$ cat config.mk
export PLATFORM = sky130hd
export DESIGN_NAME = meas_period_duty
export DESIGN_NICKNAME = d
export VERILOG_FILES = /design/src/rtl/meas_period_duty.sv
export SDC_FILE = /design/constraint.sdc
export NUM_CORES = 1
export LEC_CHECK = 0
export CORE_ASPECT_RATIO = 0.7
export CORE_MARGIN = 2
export CORE_UTILIZATION = 50
export CTS_CLUSTER_SIZE = 14
export DETAILED_ROUTE_END_ITERATION = 8
export PLACE_DENSITY_LB_ADDON = 0.12
export SYNTH_ARGS = -nofsm -noshare
export SYNTH_HDL_FRONTEND = slang
export SYNTH_SLANG_ARGS = --single-unit
$ cat constraint.sdc
create_clock -name clk -period 7.42 [get_ports clk]
set_input_delay 0.742 -clock clk [delete_from_list [all_inputs] [get_ports clk]]
set_output_delay 0.742 -clock clk [all_outputs]
set_load 0.01 [all_outputs]
$ cat src/rtl/meas_period_duty.sv
// meas_period_duty: averaged period and high-time of a synchronised waveform, on valid/ready
module meas_period_duty #(
  parameter int CNT_W       = 16,
  parameter int AVG_LOG2    = 2,
  parameter int SYNC_STAGES = 2
)(
  input  logic             clk,
  input  logic             rstn,
  input  logic             en,
  input  logic             in,
  input  logic             out_ready,
  output logic             out_valid,
  output logic [CNT_W-1:0] period,
  output logic [CNT_W-1:0] high_time,
  output logic             ovf
);
  localparam int SW = CNT_W + AVG_LOG2;
  localparam int KW = AVG_LOG2 > 0 ? AVG_LOG2 : 1;
  localparam int N  = 1 << AVG_LOG2;
  typedef enum logic [1:0] {IDLE, ARM, MEAS, HOLD} state_t;
  state_t state, state_nx;
  logic [SYNC_STAGES-1:0] sync_q;
  logic s, prev, rise, fall, fell, last, sat, xfer, clr;
  logic [CNT_W-1:0] cnt, hlat, hs;
  logic [SW-1:0] psum, hsum, pnext, hnext;
  logic [KW-1:0] k;
  assign s = sync_q[SYNC_STAGES-1];
  assign rise = s & ~prev;
  assign fall = ~s & prev;
  // a period with no captured fall reports its full length as high time
  assign hs = fell ? hlat : cnt;
  assign last = k == KW'(N - 1);
  assign sat = state == MEAS && !rise && &cnt;
  assign xfer = out_valid && out_ready;
  assign clr = !en || state == IDLE || sat || (state == HOLD && xfer);
  assign pnext = psum + SW'(cnt);
  assign hnext = hsum + SW'(hs);
  always_comb begin
    state_nx = !en ? IDLE :
               state == IDLE ? ARM :
               state == ARM && rise ? MEAS :
               state == MEAS && sat ? ARM :
               state == MEAS && rise && last ? HOLD :
               state == HOLD && xfer ? ARM : state;
  end
  always_ff @(posedge clk or negedge rstn)
    if (!rstn) state <= IDLE;
    else state <= state_nx;
  always_ff @(posedge clk or negedge rstn) begin
    if (!rstn) begin
      sync_q <= '0;
      prev <= 1'b0;
      cnt <= '0;
      hlat <= '0;
      fell <= 1'b0;
      psum <= '0;
      hsum <= '0;
      k <= '0;
      period <= '0;
      high_time <= '0;
      out_valid <= 1'b0;
      ovf <= 1'b0;
    end else begin
      sync_q <= {sync_q[SYNC_STAGES-2:0], in};
      prev <= s;
      if (state == ARM || state == MEAS) cnt <= rise ? CNT_W'(1) : cnt + 1'b1;
      if (rise) fell <= 1'b0;
      else if (fall && state == MEAS) begin
        fell <= 1'b1;
        hlat <= cnt;
      end
      if (!en) begin
        out_valid <= 1'b0;
        ovf <= 1'b0;
      end else begin
        if (xfer) out_valid <= 1'b0;
        if (sat) ovf <= 1'b1;
        if (state == MEAS && rise && last) begin
          out_valid <= 1'b1;
          period <= CNT_W'(pnext >> AVG_LOG2);
          high_time <= CNT_W'(hnext >> AVG_LOG2);
        end
      end
      if (clr) begin
        psum <= '0;
        hsum <= '0;
        k <= '0;
      end else if (state == MEAS && rise) begin
        psum <= pnext;
        hsum <= hnext;
        k <= k + 1'b1;
      end
    end
  end
endmodule

==> results.json, run 1 <==
{
  "crit_fanout": 22,
  "antenna_found_initial": 0,
  "synth_warnings": 0,
  "cts_tree": "yes",
  "drtPass1Iterations": 4,
  "final_common_cell": "nand2_1",
  "syn_inst": 621,
  "grt_pass1_wl_um": 23600,
  "holdCritPathClass": "in -> async",
  "synth.distinct_cells": 51,
  "crit_type": "reg -> reg",
  "core_area_um2": 11800,
  "cts-resized-gates": 0,
  "reg2reg_slack_ns": 3.78,
  "slowest_delay_ns": 0.80,
  "final.setup.tns_ns": 0,
  "route.detailed.drc": 0,
  "die_x_um": 136,
  "path_cells": "mux2_2, ha_1, fa_1, a21o_1, a221oi_1, and3_1, o31ai_2, o31ai_4, xor2_1, o21ai_0",
  "cts_sinks": 110,
  "drv_slew": 0,
  "cts_buffers": 9,
  "cts_max_level": 3,
  "num_vias": 4665,
  "fin_crit_ns": 3.64,
  "max_slew_margin": 0.265,
  "ir_worst_vdd_v": 0.000115,
  "worstPathRequired_ns": 7.63,
  "rsz0062_at_grt": "no",
  "wire_per_inst_um": 17.4,
  "skew_ns": 0.00953,
  "cp_slowest_cell": "dfrtp_1",
  "mostFrequentLayoutCells": "112 x nand2_1, 110 x dfrtp_1, 42 x o21ai_0",
  "ctsHoldBuffers": 0,
  "place.gp.congestion": 0.924,
  "grt_pass1_vias": 4637,
  "status": "completed",
  "postRouteAntennaNets": 0,
  "rows": 33,
  "synth_seq_cells": 110,
  "drt_iter0_drc": 417,
  "finalWirelength_um": 14100,
  "fin_cells": 813,
  "diodes": 0,
  "gr-usage-all-layers": 0.234,
  "die_area_um2": 13000,
  "dp.cells": 797,
  "drive_gt1_frac": 0.0930,
  "layout.nets": 696,
  "synth_nets": 666,
  "synth_edf_count": 0,
  "critical_path.startpoint_type": "flop",
  "ys.flop_type": "dfrtp_1",
  "synthArstFlopShare": 1.00,
  "place.port_buffers": 38,
  "worstMarginPinSlew_ns": 1.10,
  "io_pins": 39,
  "grt_max_degree": 77,
  "synth.area.top_cells": "dfrtp_1 45%, ha_1 7.8%, nand2_1 6.9%",
  "ff2ff_path_depth": 10,
  "initial_core_util": 0.515,
  "powerDensity_nw_per_um2": 182,
  "p_leak_nw": 3.31,
  "worstSetupEndpointType": "flop",
  "area_delta_synth_final_pct": 13.5,
  "mappedNetlistArea_um2": 6060,
  "yosys.area.top_type_share": 0.454,
  "synth_top_area_cell": "dfrtp_1",
  "cts-root-buf": "clkbuf_16",
  "cts_setup_buffers": 0,
  "cp.arrival_ns": 3.85,
  "clock_latency_ns": 0.35,
  "rr_endpoint": "high_time[14]$_DFFE_PN0P_",
  "syn-mean-instance-area_um2": 9.76,
  "final.period_utilization": 0.490,
  "ctsLongestPathBuffers": 2,
  "clk_pin_slew_ns": 0.07,
  "fp.dieH_um": 96.1,
  "viasPerCell": 5.74,
  "hpwl_um": 9780,
  "fmax_mhz": 275,
  "hold_viol_final": 0,
  "final-setup-viol-count": 0,
  "rr_startpoint": "fell$_DFFE_PN0P_",
  "grt_overflow": 0,
  "yosysSeqAreaShare": 0.454,
  "max_cap_viol_count": 0
}
## synthesized netlist by cell type, types with 3 or more instances
library cell and instances:
inv_1 18, xnor2_1 24, nand3_1 13, nand2b_1 6, o21ai_0 42, nand4_1 4, o211ai_1 5, and3_1 10
nor4_1 5, buf_2 4, and2_1 5, nor2b_1 3, buf_1 3, or3_1 5, o21a_1 3, a31oi_1 6
o21bai_1 6, xor2_1 11, a21oi_1 40, mux2_2 30, a22o_1 14, nor3_1 4, nand2_1 112, a31o_2 3
ha_1 38, dfrtp_1 110, nand3b_1 3, a21o_1 13, o31ai_1 9, nor2_1 29, a211oi_1 4, clkbuf_1 16
## worst max-delay path by stage
| stage | start | endpoint | slack [ns] | depth (start not counted) |
|---|---|---|---|---|
| final | fell$_DFFE_PN0P_ | high_time[14]$_DFFE_PN0P_ | 3.78 | 10 |
| after global routing | fell$_DFFE_PN0P_ | high_time[14]$_DFFE_PN0P_ | 3.58 | 10 |
| after CTS | fell$_DFFE_PN0P_ | high_time[14]$_DFFE_PN0P_ | 3.77 | 10 |
| after detailed placement | fell$_DFFE_PN0P_ | high_time[14]$_DFFE_PN0P_ | 3.82 | 10 |
| after global placement | fell$_DFFE_PN0P_ | high_time[14]$_DFFE_PN0P_ | 3.92 | 10 |
| after floorplan | fell$_DFFE_PN0P_ | hsum[15]$_DFFE_PN0P_ | 4.39 | 10 |
## registers in the layout (all words and copies together) (netlist names), 2 cells and up
register / count
cnt: 16
high_time: 16
hlat: 16
hsum: 18
k: 2
period: 16
psum: 18
state: 2
sync_q: 2
## stage by stage
stage | setup WS [ns] | hold slack (ns) | instance area [µm²] | utilization | power, W
4_1_cts | 3.77 | 0.345 | 6880 | 0.585 | 0.00126
5_1_grt | 3.58 | 0.366 | 6880 | 0.585 | 0.00131
3_3_place_gp | 3.92 | 0.344 | 6580 | 0.559 | 0.000767
3_5_place_dp | 3.82 | 0.342 | 6580 | 0.559 | 0.000774
2_1_floorplan | 4.39 | 0.331 | 6060 | - | 0.000727
6_report | 3.78 | 0.329 | 6880 | 0.585 | 0.00125
## kinds of logic after synthesis
family                     share of synthesized area
buffers and inverters                         0.0262
DFF                                            0.454
and+or+nand+nor                                0.148
muxes                                         0.0557
xor gates and xnor gates                      0.0506
adders and majority gates                     0.0850
AOI/OAI and AO/OA                              0.180
## routing by layer
layer	track usage	wire, µm
met1	0.351	7380
met2	0.351	6080
met3	0.0448	521
met4	0.0547	119
met5	0	0
## worst max-delay path: cells and delay by family, from the launching register on
kind / cells / cell delay (ns)
xor+xnor: 1 / 0.17
simple gates: 1 / 0.30
mux: 1 / 0.42
flops: 1 / 0.80
compound gates: 5 / 1.19
fa+ha+maj: 2 / 0.60
## report_power, final
part           switching [W]  internal [W]  total, W
sequential         0.0000252      0.000614  0.000639
combinational      0.0000768     0.0000458  0.000123
clock               0.000229      0.000261  0.000490
## cell type report
class                      instances  area, µm²
clock buffer                      12        267
clock inverter                     4       37.5
fill                            1040       4890
inverter                          18       67.6
multi-input combinational        470       3150
sequential                       110       2750
tap                              157        196
timing repair buffer              42        408
(Power assumes the default switching activity.)
==> inputs of run 2 (changes only) <==
clock period = 3.5 ns   (was 7.42 ns; I/O delays follow)
==> run 2 against run 1 <==
  * Combinational power up 120%
  * Core utilization up 0.62 points
  * Non-clock buffer count up 8
  * Clock power up 120%
  * Sequential cell count unchanged
  * Die area unchanged
  * Wire length up 2.6%
  * Final area up 1.1%
  * Critical path type unchanged
  * Highest routed layer unchanged
==> results.json, run 2 (same netlist as run 1, synthesis figures left out) <==
{
  "swShare": 0.259,
  "postRouteAntennaNets": 0,
  "fp.dieH_um": 96.1,
  "crit_type": "reg -> reg",
  "mostFrequentLayoutCells": "112 x nand2_1, 110 x dfrtp_1, 42 x o21ai_0",
  "ir_worst_vdd_v": 0.000228,
  "path_cells": "buf_4, mux2_2, ha_1, a21oi_1, o21a_1, o21a_1, o31ai_2, o311a_1, or3_1, a32o_1",
  "antenna_found_initial": 0,
  "worstMarginPinSlew_ns": 0.950,
  "p_seq_frac": 0.499,
  "worstSetupEndpointType": "flop",
  "p_sw_w": 0.000703,
  "gr-usage-all-layers": 0.238,
  "rr_startpoint": "fell$_DFFE_PN0P_",
  "worstPathRequired_ns": 3.75,
  "max_slew_margin": 0.365,
  "utilization": 0.591,
  "fin_crit_ns": 3.11,
  "cp_slowest_cell": "dfrtp_1",
  "power_frac_comb": 0.100,
  "power.internal_w": 0.00201,
  "initial_core_util": 0.515,
  "ctsHoldBuffers": 0,
  "place.port_buffers": 38,
  "ctsLongestPathBuffers": 2,
  "powerDensity_nw_per_um2": 389,
  "die_area_um2": 13000,
  "reg2reg_slack_ns": 0.39,
  "preCtsSetupSlack_ns": 0.471,
  "final.period_utilization": 0.888,
  "cts_setup_buffers": 0,
  "drtPass1Iterations": 5,
  "cts-resized-gates": 0,
  "place.gp.congestion": 0.906,
  "diodes": 0,
  "critical_path.startpoint_type": "flop",
  "status": "completed",
  "holdCritPathClass": "in -> async",
  "cts_buffers": 9,
  "critical_path.startpoint": "fell$_DFFE_PN0P_",
  "cts-root-buf": "clkbuf_16",
  "hpwl_um": 10200,
  "max_cap_viol_count": 0,
  "num_vias": 4729,
  "skew_ns": 0.0112,
  "cts_tree": "yes",
  "final-setup-viol-count": 0,
  "clk_pin_slew_ns": 0.07,
  "viasPerCell": 5.76,
  "route.detailed.drc": 0,
  "p_leak_nw": 3.35,
  "crit_fanout": 16,
  "final.setup.tns_ns": 0,
  "hold_viol_final": 0,
  "io_pins": 39,
  "slowest_delay_ns": 0.47,
  "cts_max_level": 3,
  "final_common_cell": "nand2_1",
  "grt_pass1_wl_um": 23700,
  "grt_pass1_vias": 4731,
  "wire_per_inst_um": 17.6,
  "finalWorstSetupSlack_ns": 0.391,
  "drv_slew": 0,
  "finalWirelength_um": 14500,
  "drt_iter0_drc": 350,
  "clock_latency_ns": 0.36,
  "die_x_um": 136,
  "drive_gt1_frac": 0.104,
  "timing.critical_path.mode_cell": "o21a_1",
  "cts_sinks": 110,
  "largest_registers": "hsum (18), psum (18)",
  "grt_max_degree": 64,
  "critical-path-top-delay-family": "compound AO/OA/AOI/OAI gates",
  "clkPwrFrac": 0.401,
  "grt_overflow": 0,
  "cp.arrival_ns": 3.36,
  "area_delta_synth_final_pct": 14.7,
  "total_power_w": 0.00271,
  "critical_path_buf_inv_count": 1,
  "fmax_mhz": 322,
  "rows": 33,
  "core_area_um2": 11800,
  "rsz0062_at_grt": "no",
  "layout.nets": 704
}
==> run 2: cell types whose count changed in the layout (fill, tap and decap cells not counted), sizes merged <==
cell,previous run,this run
clkinvlp,0,1
bufinv,0,1
buf,5,13
clkbuf,12,11
clkinv,2,1
==> run 2: cell type report <==
class | count | area [µm²]
Clock buffer | 11 | 253
Clock inverter | 5 | 63.8
Inverter | 18 | 67.6
Timing Repair Buffer | 50 | 468
Sequential cell | 110 | 2750
Multi-Input combinational cell | 470 | 3150
Fill cell | 1018 | 4820
Tap cell | 157 | 196
==> run 2: power by group through the flow <==
stage / logic [W] / clock network (W) / registers, W
after global routing: 0.000307 / 0.00116 / 0.00136
after floorplan: 0.000182 / 0 / 0.00136
after detailed placement: 0.000271 / 0 / 0.00138
after global placement: 0.000260 / 0 / 0.00137
after CTS: 0.000270 / 0.00111 / 0.00135
final: 0.000270 / 0.00109 / 0.00135
==> run 2: layer usage <==
metal  global-route usage  part of all wire  vias to the layer above
met4               0.0694             0.016                        0
met3               0.0495             0.051                       28
met5                    0                 0                        -
met1                0.347              0.51                     2282
li1                     -                 -                     2276
met2                0.359              0.43                      143
==> run 2: metrics by stage <==
stage,cells,hold slack (ns),area (µm²)
2_1_floorplan,621,0.0544,6060
5_1_grt,821,0.155,6950
6_report,821,0.0894,6950
3_3_place_gp,805,0.345,6640
4_1_cts,821,0.129,6950
3_5_place_dp,805,0.339,6640
==> run 2: worst reg2reg max path: stages (launching register included) <==
cell,delay (ns)
dfrtp_1,0.47
buf_4,0.25
mux2_2,0.37
ha_1,0.35
a21oi_1,0.26
o21a_1,0.17
o21a_1,0.12
o31ai_2,0.10
o311a_1,0.31
or3_1,0.33
a32o_1,0.26
==> run 2: worst paths after layout <==
| check | endpoint | cells after the start |
|---|---|---|
| max in group asynchronous | period[11]$_DFFE_PN0P_ | 2 |
| min | k[0]$_DFFE_PN0P_ | 1 |
| min reg2reg | sync_q[1]$_DFF_PN0_ | 0 |
| max reg2reg | hsum[15]$_DFFE_PN0P_ | 10 |
| max | hsum[15]$_DFFE_PN0P_ | 10 |
| min in group clk | sync_q[1]$_DFF_PN0_ | 0 |
==> inputs of run 3 (changes only) <==
ABC_AREA = 1   (was unset)
PLACE_DENSITY = 0.78   (was unset)
PLACE_DENSITY_LB_ADDON = unset   (was 0.12)
==> run 3 against run 2 <==
  * Register-to-register slack improved by 0.33 ns
  * Combinational power rose by 8.9%
  * Non-clock buffer count fell by 7
  * First-iteration DRC count rose by 21%
  * Critical endpoint is now hsum[8]$_DFFE_PN0P_
==> results.json, run 3 <==
{
  "status": "completed",
  "fmax_mhz": 360,
  "worstPathRequired_ns": 3.74,
  "fin_crit_ns": 2.78,
  "drt_iter0_drc": 422,
  "route.detailed.drc": 0,
  "cts_sinks": 110,
  "yosys.area.top_type_share": 0.418,
  "slowest_delay_ns": 0.88,
  "ctsLongestPathBuffers": 2,
  "cts-resized-gates": 0,
  "final_common_cell": "nand2_1",
  "clkPwrFrac": 0.391,
  "grt_overflow": 0,
  "finalWirelength_um": 15900,
  "drv_slew": 0,
  "cts_setup_buffers": 0,
  "crit_type": "reg -> reg",
  "synth_top_area_cell": "dfrtp_1",
  "yosysMostFrequentCell": "nand2_1",
  "viasPerCell": 5.39,
  "initial_core_util": 0.506,
  "synth_seq_cells": 110,
  "drive_gt1_frac": 0.0466,
  "area_delta_synth_final_pct": 12.5,
  "ctsHoldBuffers": 0,
  "mostFrequentLayoutCells": "310 x nand2_1, 110 x dfrtp_1, 103 x nand3_1",
  "p_leak_nw": 3.87,
  "clk_pin_slew_ns": 0.07,
  "utilization": 0.569,
  "rsz0062_at_grt": "no",
  "cts-root-buf": "clkbuf_16",
  "synth_common_cells": "310 x nand2_1, 110 x dfrtp_1, 103 x nand3_1, 72 x inv_1, 64 x o21ai_0",
  "crit_fanout": 33,
  "die_area_um2": 14100,
  "num_vias": 5872,
  "powerDensity_nw_per_um2": 367,
  "power_frac_comb": 0.108,
  "path_cells": "o21ai_0, ha_1, fa_1, nand3_1, nand2_1, nand2_1, nand2_1, or2_2, nand3_1, nand2_1",
  "final.setup.tns_ns": 0,
  "finalWorstSetupSlack_ns": 0.721,
  "max_slew_margin": 0.280,
  "p_seq_frac": 0.501,
  "critical_path.startpoint_type": "flop",
  "diodes": 0,
  "largest_registers": "hsum (18), psum (18)",
  "place.port_buffers": 38,
  "cp_slowest_cell": "dfrtp_1",
  "place.gp.congestion": 0.946,
  "synth.distinct_cells": 31,
  "cts_max_level": 3,
  "drtPass1Iterations": 6,
  "postRouteAntennaNets": 0,
  "holdCritPathClass": "in -> async",
  "syn-mean-instance-area_um2": 7.41,
  "power.internal_w": 0.00197,
  "gr-usage-all-layers": 0.243,
  "worstSetupEndpointType": "flop",
  "clock_latency_ns": 0.36,
  "cp.arrival_ns": 3.02,
  "cts_buffers": 9,
  "reg2reg_slack_ns": 0.72,
  "die_x_um": 141,
  "final.period_utilization": 0.794,
  "rows": 35,
  "mappedNetlistArea_um2": 6580,
  "ys.flop_type": "dfrtp_1",
  "yosysSeqAreaShare": 0.418,
  "fin_cells": 1089,
  "synth_edf_count": 0,
  "worstMarginPinSlew_ns": 1.08,
  "hold_ws_ns": 0.0137,
  "antenna_found_initial": 0,
  "syn_inst": 888,
  "wire_per_inst_um": 14.6,
  "hpwl_um": 11500,
  "p_sw_w": 0.000745,
  "final-setup-viol-count": 0,
  "swShare": 0.274,
  "preCtsSetupSlack_ns": 0.755,
  "critical_path_buf_inv_count": 0,
  "synth_warnings": 0,
  "max_cap_viol_count": 0,
  "synthArstFlopShare": 1.00,
  "cts_tree": "yes",
  "grt_max_degree": 48,
  "synth_nets": 933,
  "core_area_um2": 13000,
  "synth.area.top_cells": "dfrtp_1 42%, nand2_1 18%, nand3_1 7.8%",
  "dp.cells": 1073,
  "skew_ns": 0.00892,
  "grt_pass1_wl_um": 27400,
  "hold_viol_final": 0,
  "io_pins": 39,
  "ir_worst_vdd_v": 0.000222,
  "critical-path-top-delay-family": "flip-flops",
  "grt_pass1_vias": 5518,
  "layout.nets": 963,
  "fp.dieH_um": 100,
  "timing.critical_path.mode_cell": "nand2_1"
}
==> run 3: cell count changes after synthesis, sizes merged, moves of 22 or more <==
cell	change
nand2	+199
nand3	+100
inv	+56
mux2	-30
nor2	+30
o21ai	+22
xnor2	-22
==> run 3: worst paths after layout <==
kind / start / end / cells past startpoint
min in group clk: sync_q[0]$_DFF_PN0_ / sync_q[1]$_DFF_PN0_ / 0
worst min register to register: sync_q[0]$_DFF_PN0_ / sync_q[1]$_DFF_PN0_ / 0
worst max register to register: fell$_DFFE_PN0P_ / hsum[8]$_DFFE_PN0P_ / 10
worst min-delay path: rstn / high_time[1]$_DFFE_PN0P_ / 1
max in group asynchronous: rstn / hlat[14]$_DFFE_PN0P_ / 2
worst max-delay path: fell$_DFFE_PN0P_ / hsum[8]$_DFFE_PN0P_ / 10
==> run 3: metal layers <==
| layer | up-vias | GRT usage | routed length [µm] |
|---|---|---|---|
| li1 | 2953 | - | - |
| met1 | 2740 | 0.363 | 7910 |
| met2 | 161 | 0.371 | 6990 |
| met3 | 18 | 0.0453 | 828 |
| met4 | 0 | 0.0562 | 223 |
| met5 | - | 0 | 0 |
==> run 3: power by group through the flow <==
stage / combinational, W / sequential [W] / clock, W
after floorplan: 0.000199 / 0.00136 / 0
after global placement: 0.000286 / 0.00138 / 0
after detailed placement: 0.000289 / 0.00138 / 0
after CTS: 0.000291 / 0.00136 / 0.00107
after global routing: 0.000338 / 0.00137 / 0.00112
final: 0.000294 / 0.00136 / 0.00106
==> run 3: cell families (layout without fill, tap and decap cells) <==
kind of cell               Yosys count  in the layout  share of synthesized area
AOI/OAI and AO/OA                  107            107                     0.0831
and+or+nand+nor                    522            522                      0.344
DFF                                110            110                      0.418
xor gates and xnor gates            10             10                     0.0133
adders and majority gates           40             40                     0.0784
buffers and inverters               99            134                     0.0628
==> run 3: cell type report <==
class / count / area, µm²
clock buffer: 11 / 243
clock inverter: 5 / 58.8
fill: 1197 / 5610
inverter: 75 / 282
multi-input combinational: 679 / 3420
sequential: 110 / 2750
tap: 166 / 208
timing repair buffer: 43 / 440
==> run 3: stage by stage <==
stage	power (W)	area, µm²
finish	0.00271	7400
global route	0.00283	7400
CTS	0.00272	7400
global placement	0.00167	7100
floorplan	0.00156	6580
detailed placement	0.00167	7100
